===== src/rtl/hazard_pkg.sv =====
// Shared types and constants for the pipeline hazard controller.
package hazard_pkg;

  localparam int REG_AW = 5;

  typedef enum logic [1:0] {
    FWD_RF  = 2'b00,
    FWD_WB  = 2'b01,
    FWD_MEM = 2'b10
  } fwd_sel_t;

  typedef enum logic {
    RUN      = 1'b0,
    MEM_WAIT = 1'b1
  } state_t;

endpackage


===== src/rtl/fwd_sel.sv =====
// Operand forwarding select for one E-stage source register.
// The M-stage ALU result is newer than the W-stage result, so it wins.
module fwd_sel
  import hazard_pkg::*;
(
  input  logic [REG_AW-1:0] rs_e_i,
  input  logic [REG_AW-1:0] rd_m_i,
  input  logic              regwrite_m_i,
  input  logic [REG_AW-1:0] rd_w_i,
  input  logic              regwrite_w_i,
  output fwd_sel_t          sel_o
);

  // Pick the youngest in-flight writer of rs_e_i; x0 is never forwarded.
  always_comb begin
    // NOTE: assign a default before any branch so no path leaves sel_o unassigned, which would infer a latch.
    sel_o = FWD_RF;
    if (regwrite_m_i && (rd_m_i != '0) && (rd_m_i == rs_e_i)) begin
      sel_o = FWD_MEM;
    end else if (regwrite_w_i && (rd_w_i != '0) && (rd_w_i == rs_e_i)) begin
      sel_o = FWD_WB;
    end
  end

endmodule


===== src/rtl/hazard_ctrl.sv =====
// Hazard and sequencing controller for the 5-stage core: forwarding,
// load-use stall, branch flush, data-memory wait FSM with timeout, and
// saturating stall/flush performance counters.
module hazard_ctrl
  import hazard_pkg::*;
#(
  parameter int MEM_TIMEOUT = 16,
  parameter int CNT_W       = 16
) (
  input  logic              clk,
  input  logic              rst,
  input  logic [4:0]        rs1D,
  input  logic [4:0]        rs2D,
  input  logic [4:0]        rs1E,
  input  logic [4:0]        rs2E,
  input  logic [4:0]        rdE,
  input  logic              regwriteE,
  input  logic              resultsrcE,
  input  logic [4:0]        rdM,
  input  logic [4:0]        rdW,
  input  logic              regwriteM,
  input  logic              regwriteW,
  input  logic              pcsrcE,
  input  logic              mem_req,
  input  logic              mem_ready,
  output logic              stallF,
  output logic              stallD,
  output logic              stallE,
  output logic              stallM,
  output logic              flushD,
  output logic              flushE,
  output logic [1:0]        forwardAE,
  output logic [1:0]        forwardBE,
  output logic              mem_err,
  output logic [CNT_W-1:0]  stall_cycles,
  output logic [CNT_W-1:0]  flush_events
);

  localparam int TO_W = $clog2(MEM_TIMEOUT + 1);

  state_t           state_q;
  logic [TO_W-1:0]  to_cnt_q;
  logic             mem_err_q;
  logic [CNT_W-1:0] stall_cycles_q, stall_cycles_d;
  logic [CNT_W-1:0] flush_events_q, flush_events_d;

  fwd_sel_t fwd_a, fwd_b;
  logic     lwstall, timeout_hit, freeze, branch_flush;

  fwd_sel u_fwd_a (
    .rs_e_i       (rs1E),
    .rd_m_i       (rdM),
    .regwrite_m_i (regwriteM),
    .rd_w_i       (rdW),
    .regwrite_w_i (regwriteW),
    .sel_o        (fwd_a)
  );

  fwd_sel u_fwd_b (
    .rs_e_i       (rs2E),
    .rd_m_i       (rdM),
    .regwrite_m_i (regwriteM),
    .rd_w_i       (rdW),
    .regwrite_w_i (regwriteW),
    .sel_o        (fwd_b)
  );

  assign lwstall     = resultsrcE && regwriteE && (rdE != '0) &&
                       ((rdE == rs1D) || (rdE == rs2D));
  assign timeout_hit = (state_q == MEM_WAIT) && (to_cnt_q == TO_W'(MEM_TIMEOUT));
  assign freeze      = ((state_q == RUN) && mem_req && !mem_ready) ||
                       ((state_q == MEM_WAIT) && !mem_ready && !timeout_hit);

  // Stall/flush priority: reset, memory freeze, taken branch, load-use.
  always_comb begin
    stallF       = 1'b0;
    stallD       = 1'b0;
    stallE       = 1'b0;
    stallM       = 1'b0;
    flushD       = 1'b0;
    flushE       = 1'b0;
    branch_flush = 1'b0;
    if (rst) begin
      flushD = 1'b1;
      flushE = 1'b1;
    end else if (freeze) begin
      // E is held, so a resolved branch stays visible until release.
      stallF = 1'b1;
      stallD = 1'b1;
      stallE = 1'b1;
      stallM = 1'b1;
    end else if (pcsrcE) begin
      // Squashing D also removes any load-use dependency it carried.
      flushD       = 1'b1;
      flushE       = 1'b1;
      branch_flush = 1'b1;
    end else if (lwstall) begin
      stallF = 1'b1;
      stallD = 1'b1;
      flushE = 1'b1;
    end
  end

  assign forwardAE = rst ? FWD_RF : fwd_a;
  assign forwardBE = rst ? FWD_RF : fwd_b;

  // Saturating next values; stallF and branch_flush are already 0 in reset.
  always_comb begin
    stall_cycles_d = stall_cycles_q;
    flush_events_d = flush_events_q;
    if (stallF && (stall_cycles_q != {CNT_W{1'b1}})) begin
      stall_cycles_d = stall_cycles_q + 1'b1;
    end
    if (branch_flush && (flush_events_q != {CNT_W{1'b1}})) begin
      flush_events_d = flush_events_q + 1'b1;
    end
  end

  // Memory-wait FSM with timeout counter and sticky error flag.
  always_ff @(posedge clk) begin
    // NOTE: sequential state uses non-blocking assignments so every register samples pre-edge values.
    if (rst) begin
      state_q   <= RUN;
      to_cnt_q  <= '0;
      mem_err_q <= 1'b0;
    end else begin
      case (state_q)
        RUN: begin
          if (mem_req && !mem_ready) begin
            state_q  <= MEM_WAIT;
            to_cnt_q <= TO_W'(1);
          end
        end
        MEM_WAIT: begin
          if (mem_ready) begin
            state_q  <= RUN;
            to_cnt_q <= '0;
          end else if (timeout_hit) begin
            state_q   <= RUN;
            to_cnt_q  <= '0;
            mem_err_q <= 1'b1;
          end else begin
            to_cnt_q <= to_cnt_q + 1'b1;
          end
        end
        default: state_q <= RUN;
      endcase
    end
  end

  // Performance counter registers.
  always_ff @(posedge clk) begin
    if (rst) begin
      stall_cycles_q <= '0;
      flush_events_q <= '0;
    end else begin
      stall_cycles_q <= stall_cycles_d;
      flush_events_q <= flush_events_d;
    end
  end

  assign mem_err      = mem_err_q;
  assign stall_cycles = stall_cycles_q;
  assign flush_events = flush_events_q;

endmodule


===== config.mk =====
export PLATFORM = sky130hd
export DESIGN_NAME = hazard_ctrl
export DESIGN_NICKNAME = d
export VERILOG_FILES = /design/src/rtl/hazard_pkg.sv /design/src/rtl/fwd_sel.sv /design/src/rtl/hazard_ctrl.sv
export SDC_FILE = /design/constraint.sdc
export NUM_CORES = 1
export LEC_CHECK = 0
export CAP_MARGIN = 20
export CORE_AREA = 2 2 74 76
export CTS_CLUSTER_DIAMETER = 100
export DETAILED_ROUTE_END_ITERATION = 16
export DIE_AREA = 0 0 76 78
export MAX_ROUTING_LAYER = met4
export PLACE_DENSITY = 0.84
export SYNTH_ARGS = -nofsm -noshare
export SYNTH_HDL_FRONTEND = slang
export SYNTH_SLANG_ARGS = --single-unit

===== constraint.sdc =====
create_clock -name clk -period 5.15 [get_ports clk]
set_clock_uncertainty 0.15 [all_clocks]
set_input_delay 1.545 -clock clk [delete_from_list [all_inputs] [get_ports clk]]
set_output_delay 1.545 -clock clk [all_outputs]
set_load 0.02 [all_outputs]

Yosys cells after proc, flatten, opt, wreduce, memory -nomap -nowiden. Cells that the tools add are included.

Output and inout bits: 43. Logic and storage cells: 72. Register bits after elaboration: 39.

Reductions and logical operators: 25. Equal/unequal tests: 10. Add/subtract/negate cells: 3. Bitwise logic cells: 2. Mux-type cells: 27.

Operators by type and width (number): adder 16 x 1 -> 16 bit, second input constant (2); inequality test 16 bit, second input constant (2); == test 5 bit (6); two-way mux 1 bit (18); logical AND 1 bit (17); two-way mux 5 bit (3); nonzero test 5 bit (3); one-hot mux 5 bit (2 select lines) (1); two-way mux 2 bit (4); adder 5 x 1 -> 5 bit, second input constant (1); == test 5 bit, second input constant (1); AND reduction 3 bit (1); logical NOT 1 bit (2); logical OR 1 bit (2); inequality test 2 x 1 -> 1 bit, second input constant (1); inverter 1 bit (2); one-hot mux 1 bit (2 select lines) (1).

Longest topological paths before layout.
Depth after elaboration: 8. Mapped depth: 11.

Modules after synthesis. Synthesis repeated with hierarchy kept, for this count alone.

Cells, all modules: 291. Area total of the unflattened synthesis: 2419.8 sq um.

By module, submodules not included: hazard_ctrl (cells an instance 251, area an instance 2117.0 sq um, times used 1); fwd_sel (cells an instance 20, area an instance 151.4 sq um, times used 2).

Worst setup path before layout. No wires, ideal clock.

Kind: input -> output. Start point: in rdM[0]. End point: out forwardAE[0]. Stages: 4. Arrival: 3183 ps. Setup slack: 272 ps. Path through: or4_1 > o21ai_0 > nor3_1 > nor4_1.

Cells in the longest elaborated chain, start to end: 5.

RTL lines: start, declared (line hazard_ctrl.sv:19) `input logic [4:0] rdM,`; nonzero test 5 bit (line fwd_sel.sv:18) `if (regwrite_m_i && (rd_m_i != '0) && (rd_m_i == rs_e_i)) begin`; logical AND 1 bit (line fwd_sel.sv:18); logical AND 1 bit (*) (line fwd_sel.sv:18); two-way mux 2 bit (*) (line fwd_sel.sv:18); two-way mux 2 bit (*) (line hazard_ctrl.sv:104) `assign forwardAE = rst ? FWD_RF : fwd_a;`; end, declared (line hazard_ctrl.sv:32) `output logic [1:0] forwardAE,`.

Every way passes the cells marked *; elsewhere a longest branch is shown, timed or not.

Worst setup path after layout.
Start point: in mem_req. End point: out flushD.

Cells in the longest elaborated chain, start to end: 5.

RTL lines: start, declared (line hazard_ctrl.sv:24) `input logic mem_req,`; logical AND 1 bit (2 in a row) (line hazard_ctrl.sv:71) `assign freeze = ((state_q == RUN) && mem_req && !mem_ready) ||`; logical OR 1 bit (line hazard_ctrl.sv:71); two-way mux 1 bit (line hazard_ctrl.sv:86) `end else if (freeze) begin`; two-way mux 1 bit (line hazard_ctrl.sv:83) `if (rst) begin`; end, declared (line hazard_ctrl.sv:30) `output logic flushD,`.

Every way passes these cells.

==> impl_metrics.csv <==
group,metric,value,unit
timing,worst_pin_slew,704,ps
floorplan,ios,87,
global_routing,antenna_found_initial,0,
finish,drive_gt1_frac,0.118,
synthesis,ys_async_sr_fraction,0,
clock_tree,cts_buffers,5,
clock_tree,cts_tree,"built",
place,gp_congestion,0.850,
clock_tree,cts_setup_buffers,0,
synthesis,syn_area_per_cell,8.37,um^2
global_routing,grt_start_max_net_pins,38,
place,port-buffer-count,86,
floorplan,dieArea,0.00593,mm^2
outcome,status,"completed",
floorplan,die_h,78,um
finish,diodes,0,
floorplan,die_x,76,um
min_path,hold_depth,2,
min_path,hold_path.class,"flop to flop",
finish,layoutNonFillerInstCount,469,
floorplan,row_count,26,
global_routing,grt_pass1_wl,10.7,mm
setup_path,required,3460,ps
global_routing,first_global_vias,2434,
clock_tree,clkTransAtPathRegs,70,ps
setup_path,path_class,"primary input to output pin",
synthesis,synthCells,288,
setup_path,cp_max_fo,7,
power,vdd_drop_max,0.000158,V
timing,hold_viol,0,
route,post-route-drc-count,0,
job,cap_violations,0,
finish,n_fill_cell,412,
timing,fmax,0.198,GHz
route,dr.pass1.iters,4,
clock_tree,cts_htree_levels,2,
power,internal_power,0.000473,W
route,viasPerCell,5.43,
timing,rsz0062_at_grt,"false",
clock_tree,cts_buffer_depth,2,
clock_tree,cts_sinks,39,
clock_tree,clock-root-buffer,"clkbuf_8",
finish,fin_util,0.708,
route,drt_iter0_markers,139,
timing,finalCritPeriodShare,0.981,
setup_path,end_kind,"output pin",
timing,relSlewSlack,0.527,
clock_tree,hold_buffers,0,
timing,finalMaxSlewViolations,0,
setup_path,rr_worst_depth,9,
place,dp_hpwl,5.08,mm
setup_path,critPathArrivalTime,3360,ps
route,drt-total-wl,6.40,mm
clock_tree,clk-insertion-delay-late,290,ps
global_routing,track_usage,0.227,
synthesis,ys_seq_elements,39,
synthesis,ys_warn_count,0,
synthesis,ys_types,48,
synthesis,syn-num-nets,336,
route,postRouteAntennaNets,0,
timing,setup_viol,0,
power,clkPwrFrac,0.315,
power,leakage,1.31,nW
power,p_sw,0.000165,W
power,pwr-share-seq,0.484,
global_routing,grt_overflow,0,
route,detailroute.via_count,2545,
setup_path,cp-start-kind,"primary input",
floorplan,initial_core_util,0.478,
power,p_sw_frac,0.259,
power,power-per-cell-area,179,mW/mm^2
power,p_comb_frac,0.202,
finish,final_net_count,446,
synthesis,synth.cell_area,0.00241,mm^2
route,avgRoutedWirePerCell,13.6,um
synthesis,synth_seq_area_share,0.324,
finish,syn_to_final_growth,48.1,%
clock_tree,cts_resized,12,
synthesis,synth_flop_cell,"dfxtp_1",
floorplan,core,0.00504,mm^2
timing,min_period,5050,ps
timing,fin_hold_ws,338,ps
synthesis,synth_edf_count,0,
place,dp.cells,461,
==> kinds of logic (layout without fill, tap and decap cells) <==
family                     count (synthesis)  after routing  synth area share
AOI/OAI and AO/OA                         43             43             0.129
xor gates and xnor gates                  45             45             0.163
adders and majority gates                  4              4            0.0208
buffers and inverters                     21            132            0.0420
DFF                                       39             39             0.324
muxes                                      5              5            0.0234
and+or+nand+nor                          131            131             0.297
==> per-layer routing <==
| layer | vias to the layer above | track usage | wire, um |
|---|---|---|---|
| li1 | 1250 | - | - |
| met1 | 1191 | 0.241 | 2590 |
| met2 | 93 | 0.410 | 3220 |
| met3 | 11 | 0.0674 | 493 |
| met4 | 0 | 0.0709 | 96 |
| met5 | - | - | 0 |
==> worst max-delay path, cell delays in order <==
cell             delay, ps
clkdlybuf4s50_1        420
nor2_1                 180
a211oi_4                70
buf_4                  170
o21ai_0                210
buf_4                  160
clkdlybuf4s50_1        590
==> cell usage in the layout (no fill, tap or decap), types with 3 or more instances in the layout <==
cell / count
dlygate4sd2_1: 5
clkdlybuf4s50_1: 79
nor2_1: 28
nor2b_1: 6
xnor2_1: 25
dfxtp_1: 39
xor2_1: 20
clkbuf_8: 5
nand4_1: 7
inv_1: 10
or4_1: 9
o31ai_1: 4
and3_1: 6
mux2_2: 3
or3_1: 9
nand3_1: 21
ha_1: 4
nand2_1: 20
buf_4: 28
nor3_1: 5
nor4_1: 5
a21oi_1: 13
o21ai_0: 8
==> synth_stat cells, types with 5 or more instances <==
library cell | count | area share
a21oi_1 | 13 | 0.027
and3_1 | 6 | 0.016
clkbuf_1 | 6 | 0.0093
dfxtp_1 | 39 | 0.32
inv_1 | 10 | 0.016
nand2_1 | 20 | 0.031
nand3_1 | 21 | 0.044
nand4_1 | 7 | 0.018
nor2_1 | 28 | 0.044
nor2b_1 | 6 | 0.016
nor3_1 | 5 | 0.010
nor4_1 | 5 | 0.013
o21ai_0 | 9 | 0.019
or3_1 | 9 | 0.023
or4_1 | 9 | 0.028
xnor2_1 | 25 | 0.091
xor2_1 | 20 | 0.073
==> stage by stage <==
stage               setup slack [ps]  power, W  area, um^2  setup TNS [ps]
floorplan                        272  0.000370        2410               0
global placement                -311  0.000442        3510            -905
detailed placement              -324  0.000446        3510            -999
CTS                             1.41  0.000640        3580               0
global route                    1.67  0.000664        3570               0
finish                          95.4  0.000638        3570               0
==> sequential cells by signal, indices dropped and copies added, names as in the netlist <==
| name | flops |
|---|---|
| to_cnt_q | 5 |
| state_q | 1 |
| stall_cycles | 16 |
| flush_events | 16 |
| mem_err | 1 |
==> final timing paths <==
check | startpoint | to | slack [ps]
worst max register to register | to_cnt_q[0] | stall_cycles[7] | 2570
worst min register to register | mem_err | mem_err | 340
worst max-delay path | mem_req | flushD | 100
worst min-delay path | mem_err | mem_err | 340
==> area by class of cell <==
class / instances / area (um^2) / area share
inverter: 10 / 37.5 / 0.0105
sequential: 39 / 781 / 0.219
timing repair buffer: 114 / 1050 / 0.295
multi-input combinational: 228 / 1530 / 0.428
clock buffer: 7 / 76.3 / 0.0214
tap: 70 / 87.6 / 0.0245
clock inverter: 1 / 5.00 / 0.00140
==> power by group through the flow <==
stage	Sequential [W]	Clock [W]	Combinational (W)
2_1_floorplan	0.000317	0	0.0000536
3_3_place_gp	0.000315	0	0.000127
3_5_place_dp	0.000316	0	0.000130
4_1_cts	0.000308	0.000202	0.000130
5_1_grt	0.000309	0.000216	0.000140
6_report	0.000308	0.000201	0.000129
Power figures use the tool's default switching activity.
==> edit 1, RTL diff (same settings) <==
Make the reset (`rst`) asynchronous in 2 clocked blocks.
--- a/src/rtl/hazard_ctrl.sv
+++ b/src/rtl/hazard_ctrl.sv
@@ -117,7 +117,7 @@
   end
 
   // Memory-wait FSM with timeout counter and sticky error flag.
-  always_ff @(posedge clk) begin
+  always_ff @(posedge clk or posedge rst) begin
     // NOTE: sequential state uses non-blocking assignments so every register samples pre-edge values.
     if (rst) begin
       state_q   <= RUN;
@@ -149,7 +149,7 @@
   end
 
   // Performance counter registers.
-  always_ff @(posedge clk) begin
+  always_ff @(posedge clk or posedge rst) begin
     if (rst) begin
       stall_cycles_q <= '0;
       flush_events_q <= '0;
Behaviour: differs if rst is asserted again (counterexample within 4 cycles, from zero or initial values and one cycle with rst high); with rst held inactive, the same outputs for 10 cycles.
==> edit 1 against the unedited design <==
Sequential cell count did not move. Global-route usage fell by 1.1 points. Sequential share of layout area rose by 5.8 points. Routed wire length fell by 8.2%. Cell area fell by 1.2%. Synthesized area fell by 1.6%. Setup slack got worse by 23 ps.
Power is not compared: it rests on default switching activity, and its combinational part moved more than twofold at a synthesized area within 25%.
==> edit 1: results (changes against the unedited design) <==
stage,metric,value,unit,change
status,status,"finished, final reports clean",,
drt,initial detailed-routing violation count,83,,-40%
worst_setup_path,CP endpoint,stallD,,
pwr,Leakage,1.51,nW,
place,pre-CTS setup slack,-428,ps,-104 ps
worst_setup_path,R2R setup slack,2610,ps,+40 ps
clocking,Post-CTS Resized,9,,-3
worst_setup_path,slowest CP cell,clkdlybuf4s50_1,,
worst_setup_path,CP peak stage delay,540,ps,-50 ps
worst_setup_path,path depth of the worst reg2reg path,6,,-3
sta,Worst Hold Margin,335,ps,-3.42 ps
drt,Vias/cell,5.09,,-6.2%
yosys,Synthesized Nets,295,,-12%
finish,Layout Nets,402,,-9.9%
yosys,asr flop ratio synth,1.00,,+1.00
place,Final HPWL DP,4590,um,-9.7%
drt,metal3 WL,369,um,-25%
drt,routed length on met2,3040,um,-5.7%
grt,M2 GR Usage,0.380,,-0.0295
yosys,sequential share of the synthesized area,0.411,,+0.0874
min_path,hold path start,mem_err$_DFFE_PP0P_,,
place,IO Port Bufs,86,,unchanged
worst_setup_path,Critical Path Source,rdE[0],,
drt,Metal-1 WL,2370,um,-8.3%
clocking,setup bufs post-CTS,0,,unchanged
sta,post-layout min period,5080,ps,+23.4 ps
grt,met3 Usage GRT,0.0593,,-0.00814
grt,pin count of the biggest net entering global routing,42,,+11%
finish,layout cells sized above 1,0.141,,+0.0234
pwr,combinational logic power,0.349,mW,
yosys,mux cell area share after synthesis,0.0142,,-0.00912
grt,M1 GR Usage,0.242,,+0.00157
finish,FILL cells,401,,-2.7%
grt,first-pass GRT wire length,10300,um,-4.6%
yosys,Synth Area in XOR/XNOR,0.214,,+0.0506
yosys,post-synthesis compound-gate area fraction,0.0554,,-0.0739
yosys,Synth top cells by count,"dfrtp_1 (39), xor2_1 (31), xnor2_1 (27)",,
worst_setup_path,R2R Path Start,stall_cycles[0]$_DFFE_PP0P_,,
sta,Slew @ Worst Pin,753,ps,+49.3 ps
yosys,synth warn,0,,unchanged
min_path,WHS Endpoint,mem_err$_DFFE_PP0P_,,
worst_setup_path,maximum fanout along the worst path,3,,-4
clocking,htree depth,2,,unchanged
place,GPL Wtd Cong,0.878,,+3.3%
pwr,sequential share of power,0.431,,
pwr,maximum VDD drop,243,uV,
yosys,Synth Flop Type,dfrtp_1,,
yosys,largest cells by area after synthesis,"dfrtp_1 (41%), xor2_1 (11%), xnor2_1 (10%)",,
grt,vias in the first global route,2258,,-7.2%
worst_setup_path,RR Endpoint,stall_cycles[1]$_DFFE_PP0P_,,
yosys,Post-Synth Adder-Cell Area,0.0211,,+0.000328
grt,gr usage total,0.217,,-0.0107
yosys,synth unique cells,40,,-17%
drt,detailed-route wire length per cell,13.9,um,+1.6%
min_path,Hold Path Depth,1,,-1
==> edit 1: cell count changes after synthesis, moves of 9 or more <==
cell,delta
nor3_1,+10
dfrtp_1,+39
xor2_1,+11
a21oi_1,-11
dfxtp_1,-39
nor2_1,-9
==> edit 1: layout make-up <==
type	count	share of cell area
Inverter	10	0.0124
Sequential cell	39	0.277
Tap cell	70	0.0248
Clock inverter	1	0.00142
Multi-Input combinational cell	192	0.381
Timing Repair Buffer	106	0.281
Clock buffer	6	0.0234
==> edit 1: through the flow <==
step	cells	TNS, ps	instance area, um^2	util	total power, mW
CTS	424	-296	3530	0.700	0.982
global route	424	-6.60	3530	0.700	1.05
global placement	417	-1680	3450	0.684	0.765
finish	424	0	3530	0.700	0.977
floorplan	247	0	2390	-	0.591
detailed placement	417	-1940	3450	0.684	0.774
==> edit 1: worst max-delay path: cells and delay by family <==
kind	cells	cell delay, ps
AOI/OAI and AO/OA	2	360
xor gates and xnor gates	1	150
buffers and inverters	2	730
and+or+nand+nor	2	590
==> edit 2, RTL diff (same flow settings) <==
Made on the original files. Change the parameter `CNT_W` from 16 to 12.
--- a/src/rtl/hazard_ctrl.sv
+++ b/src/rtl/hazard_ctrl.sv
@@ -5,7 +5,7 @@
   import hazard_pkg::*;
 #(
   parameter int MEM_TIMEOUT = 16,
-  parameter int CNT_W       = 16
+  parameter int CNT_W       = 12
 ) (
   input  logic              clk,
   input  logic              rst,
Interface: changed (resized flush_events and stall_cycles); port bits go from 87 to 79. No check against the original RTL was run, so the function may have changed too.
==> edit 2 against the unedited design <==
Hold slack worse by 19 ps. Largest power group unchanged. Combinational power fell by 5%. Total power is 12% lower. Synthesized area decreased by 18%. Setup slack got worse by 20 ps. Cell area decreased by 16%. Sequential cell count is 8 lower. Routed wire length decreased by 19%.
==> edit 2: results (changes against the unedited design) <==
stage,metric,value,unit,change
pwr,Int Power,0.417,mW,-12%
yosys,synth unique cells,46,,-4.2%
yosys,sequential share of the synthesized area,0.313,,-0.0109
finish,layout cells sized above 1,0.103,,-0.0151
drt,initial detailed-routing violation count,87,,-37%
yosys,largest cells by area after synthesis,"dfxtp_1 (31%), xnor2_1 (12%), xor2_1 (5.7%)",,
drt,detailed-route wire length per cell,13.0,um,-4.7%
grt,first-pass GRT wire length,8910,um,-17%
grt,pin count of the biggest net entering global routing,28,,-26%
place,placed inst area,2910,um^2,-17%
finish,Layout Nets,379,,-15%
grt,vias in the first global route,2030,,-17%
clocking,setup bufs post-CTS,0,,unchanged
drt,Vias/cell,5.20,,-4.1%
sta,Slew @ Worst Pin,470,ps,-234 ps
yosys,Synthesized Nets,289,,-14%
place,Final HPWL DP,4110,um,-19%
min_path,Worst Hold Class,flop to flop,,
grt,gr usage total,0.189,,-0.0379
pwr,maximum VDD drop,112,uV,-29%
worst_setup_path,Worst EP arrival,3380,ps,+20 ps
worst_setup_path,path depth of the worst reg2reg path,8,,-1
yosys,Synth top cells by count,"dfxtp_1 (31), xnor2_1 (27), nor2_1 (25)",,
place,GPL Wtd Cong,0.891,,+4.8%
place,IO Port Bufs,78,,-9.3%
worst_setup_path,RR Endpoint,stall_cycles[6]$_SDFFE_PP0P_,,
worst_setup_path,R2R setup slack,2610,ps,+40 ps
clocking,Post-CTS Resized,15,,+3
pwr,Leakage,1.07,nW,-19%
worst_setup_path,CP peak stage delay,530,ps,-60 ps
status,status,"finished, final reports clean",,
==> edit 2: cell count changes in the layout (fill, tap and decap cells not counted), sizes merged, moves of 4 or more <==
cell,change
nand3,-11
dfxtp,-8
and3,-5
xor2,-7
buf,-12
nor2b,-4
clkdlybuf4s50,-8
a21oi,-4
==> edit 2: cell families (layout without fill, tap and decap cells) <==
group	after synthesis	in the layout	share of synthesized area
simple gates	98	98	0.266
compound gates	41	41	0.151
xor+xnor	40	40	0.177
mux	2	2	0.0114
fa+ha+maj	4	4	0.0252
flops	31	31	0.313
buf+inv	25	115	0.0574
==> edit 2: stage by stage <==
step | worst slack (ps) | std cells | utilization | power, mW | hold slack [ps]
CTS | 7.58 | 401 | 0.596 | 0.569 | 325
finish | 75.3 | 401 | 0.597 | 0.564 | 319
detailed placement | -422 | 394 | 0.578 | 0.377 | 310
global placement | -358 | 394 | 0.578 | 0.374 | 305
global route | 0.637 | 401 | 0.597 | 0.591 | 388
floorplan | 336 | 241 | - | 0.308 | 330
==> edit 2: power groups by stage <==
stage	Clock (mW)	Combinational, mW	Sequential, mW
finish	0.192	0.123	0.248
global route	0.209	0.133	0.248
CTS	0.197	0.124	0.248
detailed placement	0	0.124	0.253
global placement	0	0.122	0.253
floorplan	0	0.0537	0.255
==> edit 2: routing by layer <==
metal / vias to the layer above / global-route usage / routed length, um
met1: 959 / 0.200 / 2130
met2: 74 / 0.330 / 2570
met5: - / - / 0
met4: 0 / 0.0691 / 99
li1: 1044 / - / -
met3: 9 / 0.0651 / 411
==> edit 2: worst min path at each step <==
stage | from | end | slack, ps | cells past startpoint
2_1_floorplan | to_cnt_q[4]$_SDFFE_PP0P_ | to_cnt_q[4]$_SDFFE_PP0P_ | 330 | 2
3_3_place_gp | mem_err$_SDFFE_PP0P_ | mem_err$_SDFFE_PP0P_ | 300 | 2
3_5_place_dp | mem_err$_SDFFE_PP0P_ | mem_err$_SDFFE_PP0P_ | 310 | 2
4_1_cts | mem_err$_SDFFE_PP0P_ | mem_err$_SDFFE_PP0P_ | 320 | 2
5_1_grt | mem_err$_SDFFE_PP0P_ | mem_err$_SDFFE_PP0P_ | 390 | 2
6_report | mem_err$_SDFFE_PP0P_ | mem_err$_SDFFE_PP0P_ | 320 | 2
==> edit 2: layout make-up <==
type | instances | area (um^2)
Clock buffer | 6 | 82.6
Timing Repair Buffer | 95 | 902
Fill cell | 448 | 2030
Multi-Input combinational cell | 185 | 1260
Tap cell | 70 | 87.6
Inverter | 13 | 48.8
Sequential cell | 31 | 621
Clock inverter | 1 | 5.00
==> edit 2: worst max-delay path, delay by kind of cell <==
family / cells / cell delay (ps)
buffers and inverters: 3 / 1130
AO/OA/AOI/OAI: 1 / 380
AND/OR/NAND/NOR: 3 / 320
